`config.mk`:
```
export PLATFORM = sky130hd
export DESIGN_NAME = mod107_residue_accum_flat
export DESIGN_NICKNAME = d
export VERILOG_FILES = /design/src/rtl/mod107_residue_accum_pkg.sv /design/src/rtl/mod107_residue_accum_if.sv /design/src/rtl/mod107_residue_accum_mod_add.sv /design/src/rtl/mod107_residue_accum.sv /design/src/flat_wrapper.sv
export SDC_FILE = /design/constraint.sdc
export NUM_CORES = 1
export LEC_CHECK = 0
export BUFFER_PORTS_ARGS = -buffer_cell sky130_fd_sc_hd__buf_2
export CORE_UTILIZATION = 30
export CTS_CLUSTER_SIZE = 12
export DETAILED_ROUTE_END_ITERATION = 12
export HOLD_SLACK_MARGIN = 0.12
export SYNTH_ARGS = -nofsm -noshare
export SYNTH_HDL_FRONTEND = slang
export SYNTH_HIERARCHICAL = 1
export SYNTH_SLANG_ARGS = --single-unit
export TNS_END_PERCENT = 20
```
`constraint.sdc`:
```
create_clock -name clk -period 7.2 [get_ports clk]
set_input_delay 0.36 -clock clk [delete_from_list [all_inputs] [get_ports clk]]
set_output_delay 0.36 -clock clk [all_outputs]
set_load 0.05 [all_outputs]
```
`src/rtl/mod107_residue_accum_pkg.sv`:
```
// Shared constants and types for the mod-107 residue datapath
// (LUT-bank wrapper, accumulator and adder-tree stages).
package mod107_pkg;
  localparam int MODULUS    = 107;
  localparam int RES_W      = 7;
  localparam int NUM_CHUNKS = 84;
  localparam int CNT_W      = 7;

  typedef logic [RES_W-1:0] residue_t;
endpackage

```
`src/rtl/mod107_residue_accum_if.sv`:
```
// Partial-residue input stream and frame-residue output stream.
interface mod107_residue_accum_if #(
  parameter int RES_W = mod107_pkg::RES_W
);
  logic             in_valid;
  logic             in_ready;
  logic [RES_W-1:0] in_data;
  logic             out_valid;
  logic             out_ready;
  logic [RES_W-1:0] out_data;
  logic             out_err;
  logic             busy;

  modport master (
    output in_valid, in_data, out_ready,
    input  in_ready, out_valid, out_data, out_err, busy
  );

  modport slave (
    input  in_valid, in_data, out_ready,
    output in_ready, out_valid, out_data, out_err, busy
  );
endinterface

```
`src/rtl/mod107_residue_accum_mod_add.sv`:
```
// Combinational modular add: reduces b once into range, then a + b mod MODULUS.
// a must already be in range; b_illegal flags an out-of-range b.
module mod_add
  import mod107_pkg::*;
#(
  parameter int MODULUS = mod107_pkg::MODULUS,
  parameter int RES_W   = mod107_pkg::RES_W
) (
  input  logic [RES_W-1:0] a,
  input  logic [RES_W-1:0] b,
  output logic [RES_W-1:0] sum,
  output logic             b_illegal
);
  localparam logic [RES_W-1:0] MOD_R = RES_W'(MODULUS);
  localparam logic [RES_W:0]   MOD_X = (RES_W+1)'(MODULUS);

  logic [RES_W-1:0] d;
  logic [RES_W:0]   s;

  // Inputs are below 2^RES_W < 2*MODULUS, so one subtraction suffices.
  assign b_illegal = (b >= MOD_R);
  assign d         = b_illegal ? (b - MOD_R) : b;
  assign s         = {1'b0, a} + {1'b0, d};
  assign sum       = (s >= MOD_X) ? RES_W'(s - MOD_X) : RES_W'(s);
endmodule

```
`src/rtl/mod107_residue_accum.sv`:
```
// Accumulates one partial residue per beat modulo MODULUS over a frame of
// NUM_CHUNKS beats and presents the frame residue on a valid/ready output.
module mod107_residue_accum
  import mod107_pkg::*;
#(
  parameter int MODULUS    = mod107_pkg::MODULUS,
  parameter int RES_W      = mod107_pkg::RES_W,
  parameter int NUM_CHUNKS = mod107_pkg::NUM_CHUNKS,
  parameter int CNT_W      = mod107_pkg::CNT_W
) (
  input  logic                   clk,
  input  logic                   rst,
  mod107_residue_accum_if.slave  bus
);
  localparam logic [CNT_W-1:0] LAST = CNT_W'(NUM_CHUNKS - 1);

  logic [RES_W-1:0] acc;
  logic [RES_W-1:0] sum;
  logic [RES_W-1:0] out_data_q;
  logic [CNT_W-1:0] cnt;
  logic             err_acc;
  logic             illegal;
  logic             out_valid_q;
  logic             out_err_q;
  logic             last_beat;
  logic             in_ready;
  logic             accept;

  mod_add #(
    .MODULUS (MODULUS),
    .RES_W   (RES_W)
  ) u_add (
    .a         (acc),
    .b         (bus.in_data),
    .sum       (sum),
    .b_illegal (illegal)
  );

  // Only the closing beat can collide with an unconsumed result.
  assign last_beat = (cnt == LAST);
  assign in_ready  = !(last_beat && out_valid_q && !bus.out_ready);
  assign accept    = bus.in_valid && in_ready;

  always_ff @(posedge clk) begin
    if (rst) begin
      acc         <= '0;
      cnt         <= '0;
      err_acc     <= 1'b0;
      out_valid_q <= 1'b0;
      out_data_q  <= '0;
      out_err_q   <= 1'b0;
    end else begin
      if (out_valid_q && bus.out_ready) begin
        out_valid_q <= 1'b0;
      end
      if (accept) begin
        if (last_beat) begin
          out_data_q  <= sum;
          out_err_q   <= err_acc | illegal;
          out_valid_q <= 1'b1;
          acc         <= '0;
          cnt         <= '0;
          err_acc     <= 1'b0;
        end else begin
          acc     <= sum;
          cnt     <= cnt + CNT_W'(1);
          err_acc <= err_acc | illegal;
        end
      end
    end
  end

  assign bus.in_ready  = in_ready;
  assign bus.out_valid = out_valid_q;
  assign bus.out_data  = out_data_q;
  assign bus.out_err   = out_err_q;
  assign bus.busy      = (cnt != '0);
endmodule

```
`src/flat_wrapper.sv`:
```
// flat-port wrapper written by rule: the top's interface ports become plain ports
module mod107_residue_accum_flat import mod107_pkg::*;
#(
  parameter int MODULUS    = mod107_pkg::MODULUS,
  parameter int RES_W      = mod107_pkg::RES_W,
  parameter int NUM_CHUNKS = mod107_pkg::NUM_CHUNKS,
  parameter int CNT_W      = mod107_pkg::CNT_W
)
  (clk, rst, bus_in_valid, bus_in_data, bus_out_ready, bus_in_ready, bus_out_valid, bus_out_data, bus_out_err, bus_busy);
  mod107_residue_accum_if #(.RES_W(RES_W)) bus_i ();
  input  logic clk;
  input  logic rst;
  input wire logic [$bits(bus_i.in_valid)-1:0] bus_in_valid;
  input wire logic [$bits(bus_i.in_data)-1:0] bus_in_data;
  input wire logic [$bits(bus_i.out_ready)-1:0] bus_out_ready;
  output wire logic [$bits(bus_i.in_ready)-1:0] bus_in_ready;
  output wire logic [$bits(bus_i.out_valid)-1:0] bus_out_valid;
  output wire logic [$bits(bus_i.out_data)-1:0] bus_out_data;
  output wire logic [$bits(bus_i.out_err)-1:0] bus_out_err;
  output wire logic [$bits(bus_i.busy)-1:0] bus_busy;
  assign bus_i.in_valid = bus_in_valid;
  assign bus_i.in_data = bus_in_data;
  assign bus_i.out_ready = bus_out_ready;
  assign bus_in_ready = bus_i.in_ready;
  assign bus_out_valid = bus_i.out_valid;
  assign bus_out_data = bus_i.out_data;
  assign bus_out_err = bus_i.out_err;
  assign bus_busy = bus_i.busy;
  mod107_residue_accum #(.MODULUS(MODULUS), .RES_W(RES_W), .NUM_CHUNKS(NUM_CHUNKS), .CNT_W(CNT_W)) u_core (.clk(clk), .rst(rst), .bus(bus_i));
endmodule
```
==> results of run 1 <==
## routing by layer
metal | up-vias | GRT usage
met5 | - | 0
met2 | 34 | 0.206
met3 | 4 | 0.0250
li1 | 809 | -
met1 | 752 | 0.193
met4 | 0 | 0.0232
## registers in the layout, summed over array words and instances, names as in the netlist
register,count
u_core/acc,7
u_core/bus.out_data,7
u_core/bus.out_err,1
u_core/bus.out_valid,1
u_core/cnt,7
u_core/err_acc,1
## where the power goes
part / switching, W / internal, W / leakage (nW)
registers: 0.0000141 / 0.000149 / 0.195
clock network: 0.0000433 / 0.0000375 / 0.0216
logic: 0.000197 / 0.000171 / 0.595
## final timing paths
path	start	endpoint	slack, ns	cells after the start
worst max-delay path	bus_in_data[0]	u_core/bus.out_data[1]$_SDFFE_PP0P_	3.38	18
worst min-delay path	bus_out_ready	u_core/bus.out_valid$_SDFF_PP0_	0.43	3
worst max register to register	u_core/acc[0]$_SDFFE_PP0P_	u_core/bus.out_data[1]$_SDFFE_PP0P_	4.21	12
worst min register to register	u_core/bus.out_data[4]$_SDFFE_PP0P_	u_core/bus.out_data[4]$_SDFFE_PP0P_	0.48	2
## per-stage QoR
stage          setup WS (ns)  utilization  hold WS (ns)
2_1_floorplan           3.47            -         0.459
3_3_place_gp            3.24        0.341         0.467
3_5_place_dp            3.17        0.341         0.462
4_1_cts                 3.44        0.348         0.429
5_1_grt                 3.19        0.348         0.455
6_report                3.38        0.348         0.427
## cells in the mapped netlist, drive strengths merged (2+ instances only)
cell type / count / area share
dfxtp: 24 / 0.26
inv: 15 / 0.030
nand2b: 14 / 0.047
ha: 13 / 0.088
o21ai: 13 / 0.041
nor2: 12 / 0.024
mux2i: 9 / 0.048
nand3: 8 / 0.022
o32ai: 8 / 0.038
xnor2: 8 / 0.038
a21oi: 6 / 0.016
nand2: 6 / 0.012
o21a: 6 / 0.024
a211oi: 5 / 0.030
nand4: 5 / 0.017
nor3: 5 / 0.013
or2b: 5 / 0.024
clkbuf: 4 / 0.0081
or3: 4 / 0.016
xor2: 4 / 0.019
a21o: 3 / 0.012
nor2b: 3 / 0.010
o211ai: 3 / 0.012
and2b: 2 / 0.0094
and3: 2 / 0.0067
buf: 2 / 0.0047
mux2: 2 / 0.014
nor3b: 2 / 0.011
nor4b: 2 / 0.0094
o2bb2ai: 2 / 0.013
o31ai: 2 / 0.0081
## logic make-up (layout without fill, tap and decap cells)
kind of cell / Yosys count / after routing / share of synthesized area
AND/OR/NAND/NOR: 75 / 75 / 0.252
AO/OA/AOI/OAI: 55 / 55 / 0.229
adder cells (fa/ha/maj): 14 / 14 / 0.0983
flip-flops: 24 / 24 / 0.259
multiplexers: 11 / 11 / 0.0626
XOR/XNOR: 12 / 12 / 0.0566
buffers and inverters: 21 / 39 / 0.0431
## critical path: stages
cell and delay, ns:
buf_2 0.12, a21o_1 0.18, a21oi_1 0.19, o21ai_0 0.12, and3_1 0.27, xor2_1 0.19
ha_1 0.24, inv_1 0.07, fa_1 0.43, inv_1 0.11, ha_1 0.20, nor2_1 0.10
or4_4 0.44, o2bb2ai_2 0.17, o21ai_4 0.21, mux2_4 0.31, or2b_2 0.17, mux2i_1 0.06
## final cells by class
cell class	count	area, sq um	area share
multi-input cells	167	1300	0.625
flip-flops and latches	24	480	0.232
repair buffers	21	105	0.0507
well taps	75	93.8	0.0452
inverters	15	56.3	0.0271
clock buffers	3	41.3	0.0199
==> run_results.csv, run 1 <==
group,metric,value,unit
clock_network,cts_buffers,3,
floorplanning,rows,28,
clock_network,cts-htree-levels,1,
global_routing,grt_pass1_vias,1438,
power_and_ir_drop,total_power,0.000611,W
global_routing,globalRouteTotalUtil,0.134,
clock_network,cts_tree,"yes",
layout,layout-drive-gt1-share,0.200,
detailed_routing,routed_wirelength,4140,um
layout,antennaDiodeCount,0,
detailed_routing,top_layer,"met4",
critical_path,critPathKind,"in2reg",
timing,rsz0062_at_grt,"false",
layout,most-common-layout-cells,"24 x dfxtp_1, 21 x buf_2, 15 x inv_1, 14 x nand2b_1, 13 x ha_1",
floorplanning,die_h,80.7,um
placed_design,placed_area,2030,sq um
run,max_cap_violations,0,
yosys,syn_avg_cell_area,8.76,sq um
layout,area_delta_synth_final,11.6,%
power_and_ir_drop,peakVddDrop,0.0831,mV
layout,instances_no_fill,305,
timing,maxSlewViolCount,0,
yosys,ys.warnings.count,6,
placed_design,port_buffers,21,
clock_network,clock_sinks,24,
yosys,synth_flop_cell,"dfxtp_1",
clock_network,root_buffer,"clkbuf_8",
layout,fill_cells,638,
clock_network,cts_buffer_depth,2,
detailed_routing,drcViolationCount,0,
clock_network,cts_hold_buf,0,
timing,hold_violations,0,
timing,setup_tns,0,ns
critical_path,critPathMaxFanout,7,
placed_design,dp_hpwl,3140,um
detailed_routing,wl_met1,2160,um
yosys,synth_edf_count,0,
detailed_routing,dr.pass1.iters,4,
timing,maxSlewHeadroom,0.388,
yosys,yosysSeqAreaShare,0.259,
detailed_routing,wl_met3,159,um
run_status,outcome,"completed",
placed_design,placed_cells,302,
floorplanning,start_util,0.312,
detailed_routing,ant_nets,0,
critical_path,start_kind,"input port",
detailed_routing,first_iter_violations,57,
timing,final-setup-viol-count,0,
clock_network,post_cts_resized,0,
floorplanning,die_area,6510,sq um
yosys,yosysUniqueCellTypes,53,
global_routing,grt_overflow,0,
critical_path,cp-end-kind,"flip-flop",
critical_path,cp.required,7.33,ns
power_and_ir_drop,p_per_area,295,nW/um^2
timing,period_share,0.530,
yosys,synthCells,212,
global_routing,antenna_found_initial,0,
timing,fmax,0.262,GHz
detailed_routing,vias,1599,
timing,tightestPinTransition,0.914,ns
timing,skew,0.00356,ns
floorplanning,core_area,5960,sq um
layout,final_common_cell,"dfxtp_1",
detailed_routing,viasPerCell,5.24,
global_routing,grt_max_degree,34,
power_and_ir_drop,p_leak,0.811,nW
yosys,async_flop_share,0,
placed_design,gp_congestion,0.842,
min_path,min_path_type,"in2reg",
clock_network,clk_latency,0.27,ns
detailed_routing,post_drt_wl_per_cell,13.6,um
yosys,synth-seq-cells,24,
layout,nets,257,
clock_network,clk_pin_slew,0.08,ns
floorplanning,die_x,80.7,um
global_routing,grt_pass1_wl,6820,um
layout,final_area,2070,sq um
floorplanning,ios,22,
critical_path,cp_data_arrival_time,3.95,ns
timing,finalCriticalPeriod,3.82,ns
yosys,synth_nets,237,
clock_network,cts_setup_buffers,0,
yosys,syn_area,1860,sq um
detailed_routing,met2RoutedLength,1800,um
Note: power is estimated with default switching activity, not from simulation.
==> run 2: changes to the inputs <==
==> constraint.sdc (replaced) <==
create_clock -name clk -period 3.78 [get_ports clk]
set_input_delay 0.189 -clock clk [delete_from_list [all_inputs] [get_ports clk]]
set_output_delay 0.189 -clock clk [all_outputs]
set_load 0.05 [all_outputs]
==> run_results.csv, run 2 (synthesis results as in run 1) <==
group,metric,value,unit
global_routing,antenna_found_initial,0,
timing,hold_violations,0,
detailed_routing,vias,1592,
timing,setup_tns,0,ns
floorplanning,die_x,80.7,um
clock_network,post_cts_resized,0,
timing,tightestPinTransition,0.877,ns
placed_design,dp_hpwl,3190,um
critical_path,max_stage_delay,0.44,ns
critical_path,r2r-start,"u_core/acc[0]$_SDFFE_PP0P_",
power_and_ir_drop,total_power,0.00119,W
floorplanning,die_h,80.7,um
detailed_routing,dr.pass1.iters,4,
critical_path,cp-end-kind,"flip-flop",
layout,most-common-layout-cells,"24 x dfxtp_1, 21 x buf_2, 15 x inv_1, 14 x nand2b_1, 13 x ha_1",
run,max_cap_violations,0,
power_and_ir_drop,p_leak,0.829,nW
detailed_routing,routed_wirelength,4110,um
detailed_routing,drcViolationCount,0,
timing,fmax,0.282,GHz
detailed_routing,first_iter_violations,107,
power_and_ir_drop,p_per_area,564,nW/um^2
layout,antennaDiodeCount,0,
power_and_ir_drop,peakVddDrop,0.168,mV
critical_path,cp_data_arrival_time,3.67,ns
floorplanning,ios,22,
floorplanning,die_area,6510,sq um
global_routing,grt_pass1_vias,1480,
layout,area_delta_synth_final,13.2,%
global_routing,globalRouteTotalUtil,0.136,
critical_path,reg2reg_slack,0.85,ns
run_status,outcome,"completed",
critical_path,critPathKind,"in2reg",
min_path,min_path_type,"in2reg",
floorplanning,rows,28,
clock_network,clk_latency,0.26,ns
clock_network,root_buffer,"clkbuf_8",
critical_path,cp_cell_sequence,"buf_2 -> a21o_1 -> a21oi_1 -> o21ai_0 -> and3_1 -> xor2_1 -> ha_1 -> inv_1 -> fa_1 -> inv_1 -> ha_1 -> nor2_1 -> or4_4 -> o2bb2ai_2 -> o21ai_4 -> mux2_4 -> or2b_2 -> o32ai_1",
floorplanning,start_util,0.312,
layout,fill_cells,625,
clock_network,cts_hold_buf,0,
timing,final-setup-viol-count,0,
critical_path,setup.worst_path.start,"bus_in_data[0]",
layout,layout-drive-gt1-share,0.215,
detailed_routing,ant_nets,0,
timing,maxSlewHeadroom,0.413,
layout,final_common_cell,"dfxtp_1",
timing,rsz0062_at_grt,"false",
floorplanning,core_area,5960,sq um
clock_network,clk_pin_slew,0.08,ns
layout,nets,260,
timing,finalCriticalPeriod,3.54,ns
clock_network,cts_buffers,3,
timing,skew,0.00408,ns
detailed_routing,post_drt_wl_per_cell,13.4,um
clock_network,clock_sinks,24,
timing,period_share,0.937,
min_path,min_from,"bus_in_valid",
clock_network,cts_setup_buffers,0,
clock_network,cts-htree-levels,1,
critical_path,cp_slowest_cell,"or4_4",
placed_design,gp_congestion,0.796,
global_routing,grt_overflow,0,
detailed_routing,viasPerCell,5.17,
global_routing,grt_pass1_wl,6940,um
critical_path,critPathMaxFanout,5,
clock_network,cts_buffer_depth,2,
timing,maxSlewViolCount,0,
global_routing,grt_max_degree,34,
placed_design,port_buffers,21,
critical_path,cp.required,3.91,ns
clock_network,cts_tree,"yes",
timing,hold_ws,0.280,ns
critical_path,start_kind,"input port",
-- run 2: cell types whose count changed in the layout (fill, tap and decap cells not counted) --
cell / change
nor4b_2: +1
nor4b_1: -1
buf_4: +3
-- run 2: area by class of cell --
class | count | area [sq um] | area share
tap | 75 | 93.8 | 0.0446
multi-input combinational | 167 | 1300 | 0.620
timing repair buffer | 24 | 128 | 0.0607
clock buffer | 3 | 41.3 | 0.0196
sequential | 24 | 480 | 0.228
inverter | 15 | 56.3 | 0.0268
-- run 2: critical path: cells and delay by family --
family,cells,cell delay (ns)
buf+inv,3,0.30
xor+xnor,1,0.16
fa+ha+maj,3,0.82
compound gates,6,0.92
simple gates,4,0.96
mux,1,0.31
-- run 2: per-stage QoR --
step | setup slack [ns] | utilization | cell area [sq um] | cells
detailed placement | 0.0104 | 0.345 | 2060 | 305
global placement | 0.0859 | 0.345 | 2060 | 305
finish | 0.240 | 0.353 | 2100 | 308
global route | 0.0130 | 0.353 | 2100 | 308
CTS | 0.274 | 0.352 | 2100 | 308
floorplan | 0.225 | - | 1860 | 212
-- run 2: final timing paths --
path,endpoint,cells after the start
worst min-delay path,u_core/bus.out_valid$_SDFF_PP0_,3
worst max register to register,u_core/acc[1]$_SDFFE_PP0P_,12
worst max-delay path,u_core/acc[1]$_SDFFE_PP0P_,18
worst min register to register,u_core/bus.out_data[6]$_SDFFE_PP0P_,2
-- run 2: where the power goes --
part,switching [W],internal (W)
combinational,0.000387,0.000339
sequential,0.0000264,0.000284
clock,0.0000782,0.0000713
-- run 2: layer usage --
metal	GRT usage	share of wire	wire [um]
met1	0.195	0.52	2160
met2	0.214	0.44	1810
met3	0.0239	0.031	128
met4	0.0214	0.0051	21
met5	0	0	0
